===== src/rtl/obstacle_scheduler.sv =====
// Obstacle slot scheduler for a side-scrolling runner: moves three obstacle slots
// each frame, spawns new ones on an LFSR-randomised gap and ramps scroll speed.
module obstacle_scheduler #(
  parameter int          SPAWN_X     = 680,
  parameter int          DX_INIT     = 5,
  parameter int          DX_MAX      = 12,
  parameter int          RAMP_FRAMES = 600,
  parameter int          MIN_GAP     = 40,
  parameter int          BIRD_MIN_DX = 7,
  parameter logic [15:0] LFSR_SEED   = 16'hACE1
) (
  input  logic        clk,
  input  logic        rst,
  input  logic [1:0]  game_state,
  input  logic        frame_tick,
  output logic [2:0]  obs_valid,
  output logic [10:0] obs_x0,
  output logic [10:0] obs_x1,
  output logic [10:0] obs_x2,
  output logic [1:0]  obs_type0,
  output logic [1:0]  obs_type1,
  output logic [1:0]  obs_type2,
  output logic [3:0]  cur_dx,
  output logic        spawn_pulse
);
  localparam logic [10:0] SPAWN_X_L   = 11'(SPAWN_X);
  localparam logic [3:0]  DX_INIT_L   = 4'(DX_INIT);
  localparam logic [3:0]  DX_MAX_L    = 4'(DX_MAX);
  localparam logic [3:0]  BIRD_DX_L   = 4'(BIRD_MIN_DX);
  localparam logic [15:0] GAP_INIT_L  = 16'(MIN_GAP);
  localparam logic [15:0] RAMP_LAST_L = 16'(RAMP_FRAMES - 1);

  logic [15:0]      lfsr_q, lfsr_d;
  logic [2:0]       valid_q, valid_d;
  logic [2:0][10:0] x_q, x_d;
  logic [2:0][1:0]  type_q, type_d;
  logic [3:0]       dx_q, dx_d;
  logic [15:0]      gap_q, gap_d;
  logic [15:0]      fcnt_q, fcnt_d;
  logic             pulse_q, pulse_d;
  logic [1:0]       spawn_idx;
  logic             spawn_ok;

  // Birds only appear once the game is fast enough to make them jumpable.
  function automatic logic [1:0] spawn_type(input logic [1:0] r, input logic [3:0] dx);
    if (r == 2'b11) return 2'b01;
    if ((r == 2'b10) && (dx < BIRD_DX_L)) return 2'b01;
    return r;
  endfunction

  always_comb begin
    lfsr_d    = {lfsr_q[14:0], lfsr_q[15] ^ lfsr_q[13] ^ lfsr_q[12] ^ lfsr_q[10]};
    valid_d   = valid_q;
    x_d       = x_q;
    type_d    = type_q;
    dx_d      = dx_q;
    gap_d     = gap_q;
    fcnt_d    = fcnt_q;
    pulse_d   = 1'b0;
    spawn_idx = 2'd0;
    spawn_ok  = 1'b0;
    case (game_state)
      2'b00: begin
        valid_d = '0;
        x_d     = {3{SPAWN_X_L}};
        type_d  = '0;
        dx_d    = DX_INIT_L;
        gap_d   = GAP_INIT_L;
        fcnt_d  = '0;
      end
      2'b01: begin
        if (frame_tick) begin
          for (int i = 0; i < 3; i++) begin
            if (valid_q[i]) begin
              if (x_q[i] <= {7'd0, dx_q}) valid_d[i] = 1'b0;
              else                        x_d[i]     = x_q[i] - {7'd0, dx_q};
            end
          end
          // Descending scan so the lowest free index (after retirement) wins.
          for (int i = 2; i >= 0; i--) begin
            if (!valid_d[i]) begin
              spawn_ok  = 1'b1;
              spawn_idx = 2'(i);
            end
          end
          if (gap_q != '0) begin
            gap_d = gap_q - 16'd1;
          end else if (spawn_ok) begin
            valid_d[spawn_idx] = 1'b1;
            x_d[spawn_idx]     = SPAWN_X_L;
            type_d[spawn_idx]  = spawn_type(lfsr_q[1:0], dx_q);
            gap_d              = GAP_INIT_L + {10'd0, lfsr_q[7:2]};
            pulse_d            = 1'b1;
          end
          if (fcnt_q == RAMP_LAST_L) begin
            fcnt_d = '0;
            if (dx_q < DX_MAX_L) dx_d = dx_q + 4'd1;
          end else begin
            fcnt_d = fcnt_q + 16'd1;
          end
        end
      end
      default: ;
    endcase
  end

  always_ff @(posedge clk) begin
    if (rst) begin
      lfsr_q  <= LFSR_SEED;
      valid_q <= '0;
      x_q     <= {3{SPAWN_X_L}};
      type_q  <= '0;
      dx_q    <= DX_INIT_L;
      gap_q   <= GAP_INIT_L;
      fcnt_q  <= '0;
      pulse_q <= 1'b0;
    end else begin
      lfsr_q  <= lfsr_d;
      valid_q <= valid_d;
      x_q     <= x_d;
      type_q  <= type_d;
      dx_q    <= dx_d;
      gap_q   <= gap_d;
      fcnt_q  <= fcnt_d;
      pulse_q <= pulse_d;
    end
  end

  assign obs_valid   = valid_q;
  assign obs_x0      = x_q[0];
  assign obs_x1      = x_q[1];
  assign obs_x2      = x_q[2];
  assign obs_type0   = type_q[0];
  assign obs_type1   = type_q[1];
  assign obs_type2   = type_q[2];
  assign cur_dx      = dx_q;
  assign spawn_pulse = pulse_q;

endmodule


===== config.mk =====
export PLATFORM = sky130hd
export DESIGN_NAME = obstacle_scheduler
export DESIGN_NICKNAME = d
export VERILOG_FILES = /design/src/rtl/obstacle_scheduler.sv
export SDC_FILE = /design/constraint.sdc
export NUM_CORES = 1
export LEC_CHECK = 0
export CAP_MARGIN = 20
export CORE_MARGIN = 5
export CORE_UTILIZATION = 54
export CTS_BUF_LIST = sky130_fd_sc_hd__clkbuf_4
export CTS_CLUSTER_DIAMETER = 200
export DETAILED_ROUTE_END_ITERATION = 16
export GPL_ROUTABILITY_DRIVEN = 0
export PLACE_DENSITY = 0.79
export REMOVE_ABC_BUFFERS = 1
export SYNTH_ARGS = -nofsm -noshare
export SYNTH_HDL_FRONTEND = slang
export SYNTH_SLANG_ARGS = --single-unit

===== constraint.sdc =====
create_clock -name clk -period 2.3 [get_ports clk]
set_input_delay 0.23 -clock clk [delete_from_list [all_inputs] [get_ports clk]]
set_output_delay 0.23 -clock clk [all_outputs]
set_load 0.01 [all_outputs]

### After elaboration in Yosys (flattened, before gate mapping)

Index checks and enable logic that the tools add are counted.

| storage, ports and cells | value |
|---|---|
| input bits | 5 |
| logic and storage cells | 139 |
| output and inout bits | 47 |
| bits in registers | 95 |

| operators by class | value |
|---|---|
| multiplexer cells | 84 |
| order comparisons | 7 |
| bitwise logic cells | 9 |
| add/subtract/negate cells | 7 |
| eq/ne operators | 10 |
| reductions and logical operators | 10 |

Operators by type and width:

| kind | number |
|---|---|
| $mux 11 | 13 |
| $mux 33 | 3 |
| $mux 16 | 5 |
| $pmux 33 s2 | 1 |
| $pmux 16 s2 | 2 |
| $le 11x4->1 | 3 |
| $sub 11x4->11 | 3 |
| $mux 1 | 30 |
| $mux 2 | 14 |
| $demux 11 s2 | 1 |
| $and 21x21->21 | 1 |
| $not 21->21 | 1 |
| $mux 6 | 3 |
| $add 16x1->16 const B | 1 |
| $eq 16x10->1 const B | 1 |
| $reduce_bool 16->1 | 1 |
| $sub 16x1->16 const B | 1 |
| $mux 4 | 3 |
| $or 12x12->12 | 1 |
| $pmux 6 s2 | 1 |
| $mux 3 | 3 |
| $ne 2x2->1 const B | 4 |
| $pmux 4 s2 | 1 |
| $reduce_and 4->1 | 2 |
| 23 further kinds | 28 |

### Longest topological paths before layout

Gate-level depths: netlist (run 1).

| depth | value |
|---|---|
| word-level depth | 30 |
| gate-level depth with buffers | 11 |

### Worst setup path before layout (run 1)

Ideal clock, no wire load.

| timing | value |
|---|---|
| kind | reg-to-reg |
| start point | reg dx_q[1], in the netlist cur_dx[1] |
| end point | reg gap_q[15] |
| buffers on the path | 1 |
| arrival | 2.530 ns |
| setup time | 0.073 ns |
| stages on the path, launching flop included | 11 |
| period minus slack after synthesis | 2.604 ns |
| path slack | -0.304 ns |
| path through | dfxtp_1 > inv_1 > ha_1 > and4_1 > a211oi_1 > o21a_1 > o2111ai_4 > o31ai_4 > buf_6 > a21oi_1 > nor3_2 |

| between the ends | value |
|---|---|
| word-level cells in the longest chain between the ends | 12 |
| elaborated cells on any way between the ends | 22 |
| those cells by class | 3 x order compare; 1 x eq/ne; 17 x mux; 1 x reduce/logical |

RTL lines:

| what | line | text |
|---|---|---|
| start, declared | 37 | `logic [3:0] dx_q, dx_d;` |
| start signal, assigned | 113 | `dx_q <= DX_INIT_L;` |
| start signal, assigned | 122 | `dx_q <= dx_d;` |
| $le 11x4->1 | 75 | `if (x_q[i] <= {7'd0, dx_q}) valid_d[i] = 1'b0;` |
| $mux 1 | 75 |  |
| $mux 1 | 74 | `if (valid_q[i]) begin` |
| $mux 1 | 72 | `if (frame_tick) begin` |
| $mux 1 | 62 | `case (game_state)` |
| $mux 1 (2 in series) | 81 | `if (!valid_d[i]) begin` |
| $mux 1 * | 81 |  |
| $mux 1 * | 72 |  |
| $mux 1 * | 62 |  |
| $ne 3x2->1 (no source line) * | n/a |  |
| $reduce_and 3->1 (no source line) * | n/a |  |
| end signal, assigned | 123 | `gap_q <= gap_d;` |
| end, declared | 38 | `logic [15:0] gap_q, gap_d;` |

Mark *: on every way between the ends. The rest lies on a longest branch, timed or not. The select of a mux whose other input is x is not followed.
A chain may end at the register's enable or synchronous reset.

### Final worst setup path (run 1)

| timing | value |
|---|---|
| start point | reg dx_q[2], in the netlist cur_dx[2] |
| end point | reg gap_q[0] |

The elaborated chain is that of the path after synthesis.

==> reports/summary.txt, run 1 <==
Clock root cell -> clkbuf_4
Worst-Skew Late Latency -> 0.50 ns
CP top delay family -> compound AO/OA/AOI/OAI gates
Die width -> 108.4 µm
# DRC -> 0
CTS Sinks -> 95
Synthesis warning total -> 0
Final TNS setup -> -11.50 ns
Post-synth EDFFs -> 0
Iter 0 DRT Violations -> 922
Register Area -> 1921 µm²
Placed insts -> 916
Netlist Area Pre-Place -> 5226 µm²
Filler cell count -> 517
Worst reg2reg path endpoint -> gap_q[0]$_SDFFE_PP0P_
Most frequent cells in the layout -> 120 x buf_4, 86 x dfxtp_1, 54 x nor2_1
Final Hold Vio Count -> 0
Post-synthesis cell count -> 646
Relative slew slack -> 0.4335
Vias in the first global route -> 5,747
Drt first pass iters -> 10
Global Route Usage Sum -> 0.3038
Area of the multi-input gates -> 3695 µm²
FF-to-FF setup slack -> -0.38 ns
Sequential element share of the synthesized area -> 0.3639
Nets@finish -> 848
Fin util -> 0.8082
Hold wc startpoint -> rst
Hold Buf Count CTS -> 0
Commonest non-fill, non-tap cell in the layout -> buf_4
Pre-CTS setup slack -> -0.2839 ns
Req. time, crit path -> 2.67 ns
Post-synth top area share -> 0.3639
First-pass GRT wire length -> 28,330 µm
Reg2reg start -> cur_dx[2]$_SDFFE_PP1P_
Leakage -> 2.879 nW
Antenna-violating nets left -> 0
Synth area leader -> dfxtp_1
RSZ-0062 raised after global routing -> yes
Main area contributors after synthesis -> dfxtp_1 36%, a21oi_1 5.6%, o21ai_0 4.8%
Final setup margin -> -0.3850 ns
Worst slew pin tran -> 0.8467 ns
Port Buffers -> 51
Ports -> 52
Async S/R FF share, synth -> 0
Avg Inst Size Synth -> 8.090 µm²
Global route overflow -> 0
Setup-failing EPs final -> 57
Via/cell ratio -> 6.902
PD cells -> 409.8 nW/µm²
Crit-path max cell delay -> 0.43 ns
WP buf/inv -> 3
Antenna violations before repair -> 2
CP Cell Sequence -> inv_8 > ha_4 > nand3b_1 > a211oi_2 > o21a_1 > o2111ai_4 > o31ai_4 > buf_6 > buf_16 > a31oi_4 > o32ai_1
Hold-critical path depth -> 2
Arrival @ worst endpoint -> 3.05 ns
Final Cycle Share -> 1.167
Worst Setup End Kind -> register
Max Slew Vio Count -> 0
Via count -> 6,654
Hold crit path type -> in -> reg
Die span in y -> 108.4 µm
H-tree levels -> 3
Min Tclk post-route -> 2.685 ns
CTS buffer count -> 9
Layout Area Growth over Synthesis -> 48.36%
Final wirelength -> 22,570 µm
Worst clock skew -> 0.04829 ns
Clk pin slew, worst setup/hold paths -> 0.20 ns
Worst reg2reg path depth -> 11
Initial Util -> 0.5447
CTS tree -> built
Layout Cells excl Fill -> 964
Synth cell types -> 68
Clock Path Buffers -> 2
Row count -> 36
#FFs+latches synth -> 95
Core area -> 9594 µm²
DP HPWL -> 11,880 µm
Largest net degree at the start of global routing -> 30
Peak VDD IR -> 483.1 µV
DR WL/cell -> 23.41 µm
Crit-path slowest cell -> dfxtp_4
Worst setup SP type -> register
Max_cap viols -> 0
WS Path Type -> reg -> reg
Share of layout cells above drive strength 1 -> 0.3281
Die ar. -> 11,750 µm²
Violated checks -> negative setup slack
Top FF cell, synth -> dfxtp_1
Fmax -> 0.3724 GHz
Worst Hold End -> lfsr_q[1]$_SDFF_PP0_
Status -> finished with violations
Pwr Total -> 0.003177 W
Worst-path fanout max -> 8
-- layer usage --
layer  wire (µm)  vias up  share of wire  track usage
met5           0        -              0            0
met3        2838      231           0.13      0.04239
met4        2154        0          0.095       0.1903
li1            -     2751              -            -
met2        9975      675           0.44       0.5129
met1        7602     2997           0.34       0.3631
-- cell families after synthesis --
family                     count (synthesis)  share of synthesized area
xor gates and xnor gates                  15                    0.02514
and+or+nand+nor                          258                     0.2669
buffers and inverters                     55                    0.04261
adders and majority gates                 19                    0.04980
DFF                                       95                     0.3639
AOI/OAI and AO/OA                        204                     0.2516
-- worst register-to-register path: cells and delay by family, from the launching register on --
kind | cells | cell delay (ns)
flops | 1 | 0.43
simple gates | 1 | 0.15
compound gates | 6 | 1.32
fa+ha+maj | 1 | 0.29
buf+inv | 3 | 0.37
-- sequential cells by signal (all words and copies together), names as in the netlist, 3 cells and up --
signal and cells:
lfsr_q 16, obs_valid 3, obs_x2 11, cur_dx 4, gap_q 16, fcnt_q 16, obs_x0 11, obs_x1 11
-- through the flow --
step | instance area [µm²] | hold WS (ns)
final | 7754 | 0.1399
after global routing | 7754 | 0.1191
after CTS | 7173 | 0.1148
after detailed placement | 6639 | 0.3982
after global placement | 6639 | 0.3956
after floorplan | 5116 | 0.2991
-- Yosys cell counts (all sizes together), types with 4 or more instances --
master   instances
nor2            56
dfxtp           95
o211ai          10
o2111ai          4
nor4b            4
a21o             9
clkbuf          22
or4              7
nor2b           12
o21a             5
nand2           57
or2              9
or3             12
and3             8
xnor2           10
nand4            8
nor3b            8
inv             30
nand3b           4
xor2             5
nor3            29
nand3           16
ha              16
nor4            11
nand2b          10
o31ai           10
a21oi           59
a31oi           15
o21ai           54
a211oi           5
-- what timing repair did --
action | CTS | global route
gates cloned | 1 | 0
pin swaps | 14 | 59
endpoints found under the setup margin | 54 | 56
setup buffers | 12 | 24
resized for setup | 57 | 102
hold endpoints to repair | 0 | 0
-- worst max-delay path by stage --
stage / from / slack [ns] / depth (start not counted) / endpoint
after floorplan: cur_dx[1]$_SDFFE_PP0P_ / -0.61 / 9 / gap_q[5]$_SDFFE_PP1P_
after global placement: cur_dx[3]$_SDFFE_PP0P_ / -0.16 / 10 / gap_q[2]$_SDFFE_PP0P_
after detailed placement: cur_dx[1]$_SDFFE_PP0P_ / -0.28 / 9 / obs_x2[4]$_SDFFE_PP0P_
after CTS: cur_dx[2]$_SDFFE_PP1P_ / -0.24 / 11 / gap_q[2]$_SDFFE_PP0P_
after global routing: cur_dx[3]$_SDFFE_PP0P_ / -0.41 / 13 / obs_x2[7]$_SDFFE_PP1P_
final: cur_dx[2]$_SDFFE_PP1P_ / -0.38 / 11 / gap_q[0]$_SDFFE_PP0P_
-- cell type report --
type / instances / share of cell area
antenna: 2 / 0.0006455
clock inverter: 5 / 0.01065
tap: 133 / 0.02146
timing repair buffer: 192 / 0.2156
sequential: 95 / 0.2477
multi-input combinational: 496 / 0.4765
inverter: 30 / 0.01678
clock buffer: 11 / 0.01065
-- where the power goes --
part / total (W) / switching (W) / internal (W) / leakage [nW]
sequential: 0.00170 / 0.0000272 / 0.00167 / 0.774
clock: 0.00109 / 0.000624 / 0.000465 / 0.0793
combinational: 0.000387 / 0.000220 / 0.000168 / 2.03
(Power assumes the default switching activity.)
==> run 2, diff against run 1 <==
--- a/config.mk
+++ b/config.mk
@@ -12,8 +12,10 @@
 export CTS_CLUSTER_DIAMETER = 200
 export DETAILED_ROUTE_END_ITERATION = 16
 export GPL_ROUTABILITY_DRIVEN = 0
+export GPL_TIMING_DRIVEN = 0
 export PLACE_DENSITY = 0.79
 export REMOVE_ABC_BUFFERS = 1
+export SLEW_MARGIN = 15
 export SYNTH_ARGS = -nofsm -noshare
 export SYNTH_HDL_FRONTEND = slang
 export SYNTH_SLANG_ARGS = --single-unit
==> run 2 against run 1 <==
  * The flow still finishes with violations (negative setup slack)
  * Clock power decreased by 13%
  * Sequential cell count unchanged
  * Sequential power about the same
  * Non-clock buffer count decreased by 65
  * Maximum frequency decreased by 7.1%
  * Largest cell class unchanged
  * Highest routed layer unchanged
==> reports/summary.txt, run 2 (synthesis gave the netlist of run 1 again) <==
Hold crit path type -> in -> reg
H-tree levels -> 3
DP HPWL -> 9870 µm
Req. time, crit path -> 2.70 ns
Worst setup SP type -> register
Final setup margin -> -0.5890 ns
PD cells -> 410.7 nW/µm²
Switching Power -> 0.0008353 W
Initial Util -> 0.5447
Crit-path max cell delay -> 0.47 ns
Most frequent cells in the layout -> 91 x dfxtp_1, 51 x nor2_1, 51 x nand2_1
Global route overflow -> 0
Crit-path slowest cell -> or4_4
Clock power share -> 0.322
Clock Path Buffers -> 2
Hold Buf Count CTS -> 0
Die span in y -> 108.4 µm
First-pass GRT wire length -> 27,570 µm
Antenna-violating nets left -> 0
CP Cell Sequence -> clkinvlp_4 > ha_4 > nand2_4 > or3_4 > o21a_4 > o2111ai_4 > o31ai_4 > buf_6 > or4_4 > a21oi_2
WS Path Type -> reg -> reg
Area of the multi-input gates -> 3666 µm²
# DRC -> 0
Final Instance Area -> 7214 µm²
Filler cell count -> 598
Peak VDD IR -> 300.9 µV
Worst-path fanout max -> 4
Final Cycle Share -> 1.256
Clk pin slew, worst setup/hold paths -> 0.17 ns
FF-to-FF setup slack -> -0.59 ns
Reg2reg start -> cur_dx[3]$_SDFFE_PP0P_
Worst slew pin tran -> 1.187 ns
Die width -> 108.4 µm
Register Area -> 1917 µm²
Hold_ws -> 0.3148 ns
Commonest non-fill, non-tap cell in the layout -> dfxtp_1
Logic pwr share -> 0.105
Status -> finished with violations
Nets@finish -> 783
Violated checks -> negative setup slack
RSZ-0062 raised after global routing -> yes
Port Buffers -> 51
Via count -> 6,181
Vias in the first global route -> 5,538
Setup-failing EPs final -> 68
Final TNS setup -> -21.61 ns
Internal -> 0.002128 W
Die ar. -> 11,750 µm²
CTS tree -> built
Layout Area Growth over Synthesis -> 38.04%
DR WL/cell -> 22.16 µm
Largest net degree at the start of global routing -> 40
Worst-Skew Late Latency -> 0.47 ns
Layout Cells excl Fill -> 897
Fmax -> 0.3461 GHz
Relative slew slack -> 0.2044
Crit path from -> cur_dx[3]$_SDFFE_PP0P_
Leakage -> 2.543 nW
Max_cap viols -> 0
Biggest regs -> fcnt_q: 16 flops, gap_q: 16 flops, lfsr_q: 16 flops
Diodes inserted -> 0
Via/cell ratio -> 6.891
CTS Sinks -> 95
Final wirelength -> 19,880 µm
Iter 0 DRT Violations -> 849
Ports -> 52
Final Hold Vio Count -> 0
Worst reg2reg path endpoint -> gap_q[2]$_SDFFE_PP0P_
Placed insts -> 808
Dpl cell area -> 5852 µm²
Sequential Power Share -> 0.574
Fin util -> 0.7520
Global Route Usage Sum -> 0.2977
Worst Setup End Kind -> register
Min Tclk post-route -> 2.889 ns
CTS buffer count -> 9
Share of layout cells above drive strength 1 -> 0.2605
Critical Path Sink -> gap_q[2]$_SDFFE_PP0P_
Antenna violations before repair -> 0
Worst clock skew -> 0.03093 ns
Max Slew Vio Count -> 0
Drt first pass iters -> 7
Arrival @ worst endpoint -> 3.29 ns
Worst reg2reg path depth -> 10
Clock root cell -> clkbuf_4
Core area -> 9594 µm²
Row count -> 36
Sw Ratio -> 0.2819
## run 2: final cells by class
class                   instances  share of cell area
flip-flops and latches         95              0.2657
clock buffers                   9            0.009365
inverters                      30             0.01700
well taps                     133             0.02307
repair buffers                127              0.1667
multi-input cells             496              0.5082
clock inverters                 7             0.01006
## run 2: power by group through the flow
stage	Combinational, W	Clock [W]	Sequential, W
after global routing	0.000329	0.00102	0.00170
final	0.000311	0.000953	0.00170
after detailed placement	0.000239	0	0.00174
after global placement	0.000227	0	0.00174
after CTS	0.000267	0.000943	0.00170
after floorplan	0.000144	0	0.00173
## run 2: how the worst min path moves through the flow
stage,from,end,slack [ns],cells after the start
after floorplan,rst,cur_dx[1]$_SDFFE_PP0P_,0.30,1
after global placement,lfsr_q[14]$_SDFF_PP0_,lfsr_q[15]$_SDFF_PP1_,0.40,1
after detailed placement,lfsr_q[9]$_SDFF_PP0_,lfsr_q[10]$_SDFF_PP1_,0.41,1
after CTS,rst,gap_q[11]$_SDFFE_PP0P_,0.31,2
after global routing,rst,fcnt_q[0]$_SDFFE_PP0P_,0.37,2
final,rst,gap_q[11]$_SDFFE_PP0P_,0.31,2
## run 2: metal layers
layer,routed length (µm),GRT usage,vias up
li1,-,-,2609
met1,6925,0.3457,2856
met2,9039,0.5075,521
met3,2262,0.04657,195
met4,1655,0.1939,0
met5,0,0,-
## run 2: repair_timing
item / in CTS / in global routing
cloned: 1 / 0
hold endpoints to repair: 0 / 0
resized for setup: 99 / 59
setup buffers: 49 / 25
pin swaps: 42 / 56
setup endpoints to repair: 73 / 72
## run 2: through the flow
step	setup WS [ns]	power, W
after floorplan	-0.6097	0.001876
after global placement	-2.883	0.001962
after detailed placement	-1.234	0.001976
after CTS	-0.3880	0.002909
after global routing	-0.5765	0.003048
final	-0.5890	0.002963
## run 2: critical path: cells and delay by family (launching register included)
family | cells | cell delay, ns
simple gates | 3 | 0.91
compound gates | 4 | 0.69
buf+inv | 2 | 0.42
flops | 1 | 0.40
fa+ha+maj | 1 | 0.38
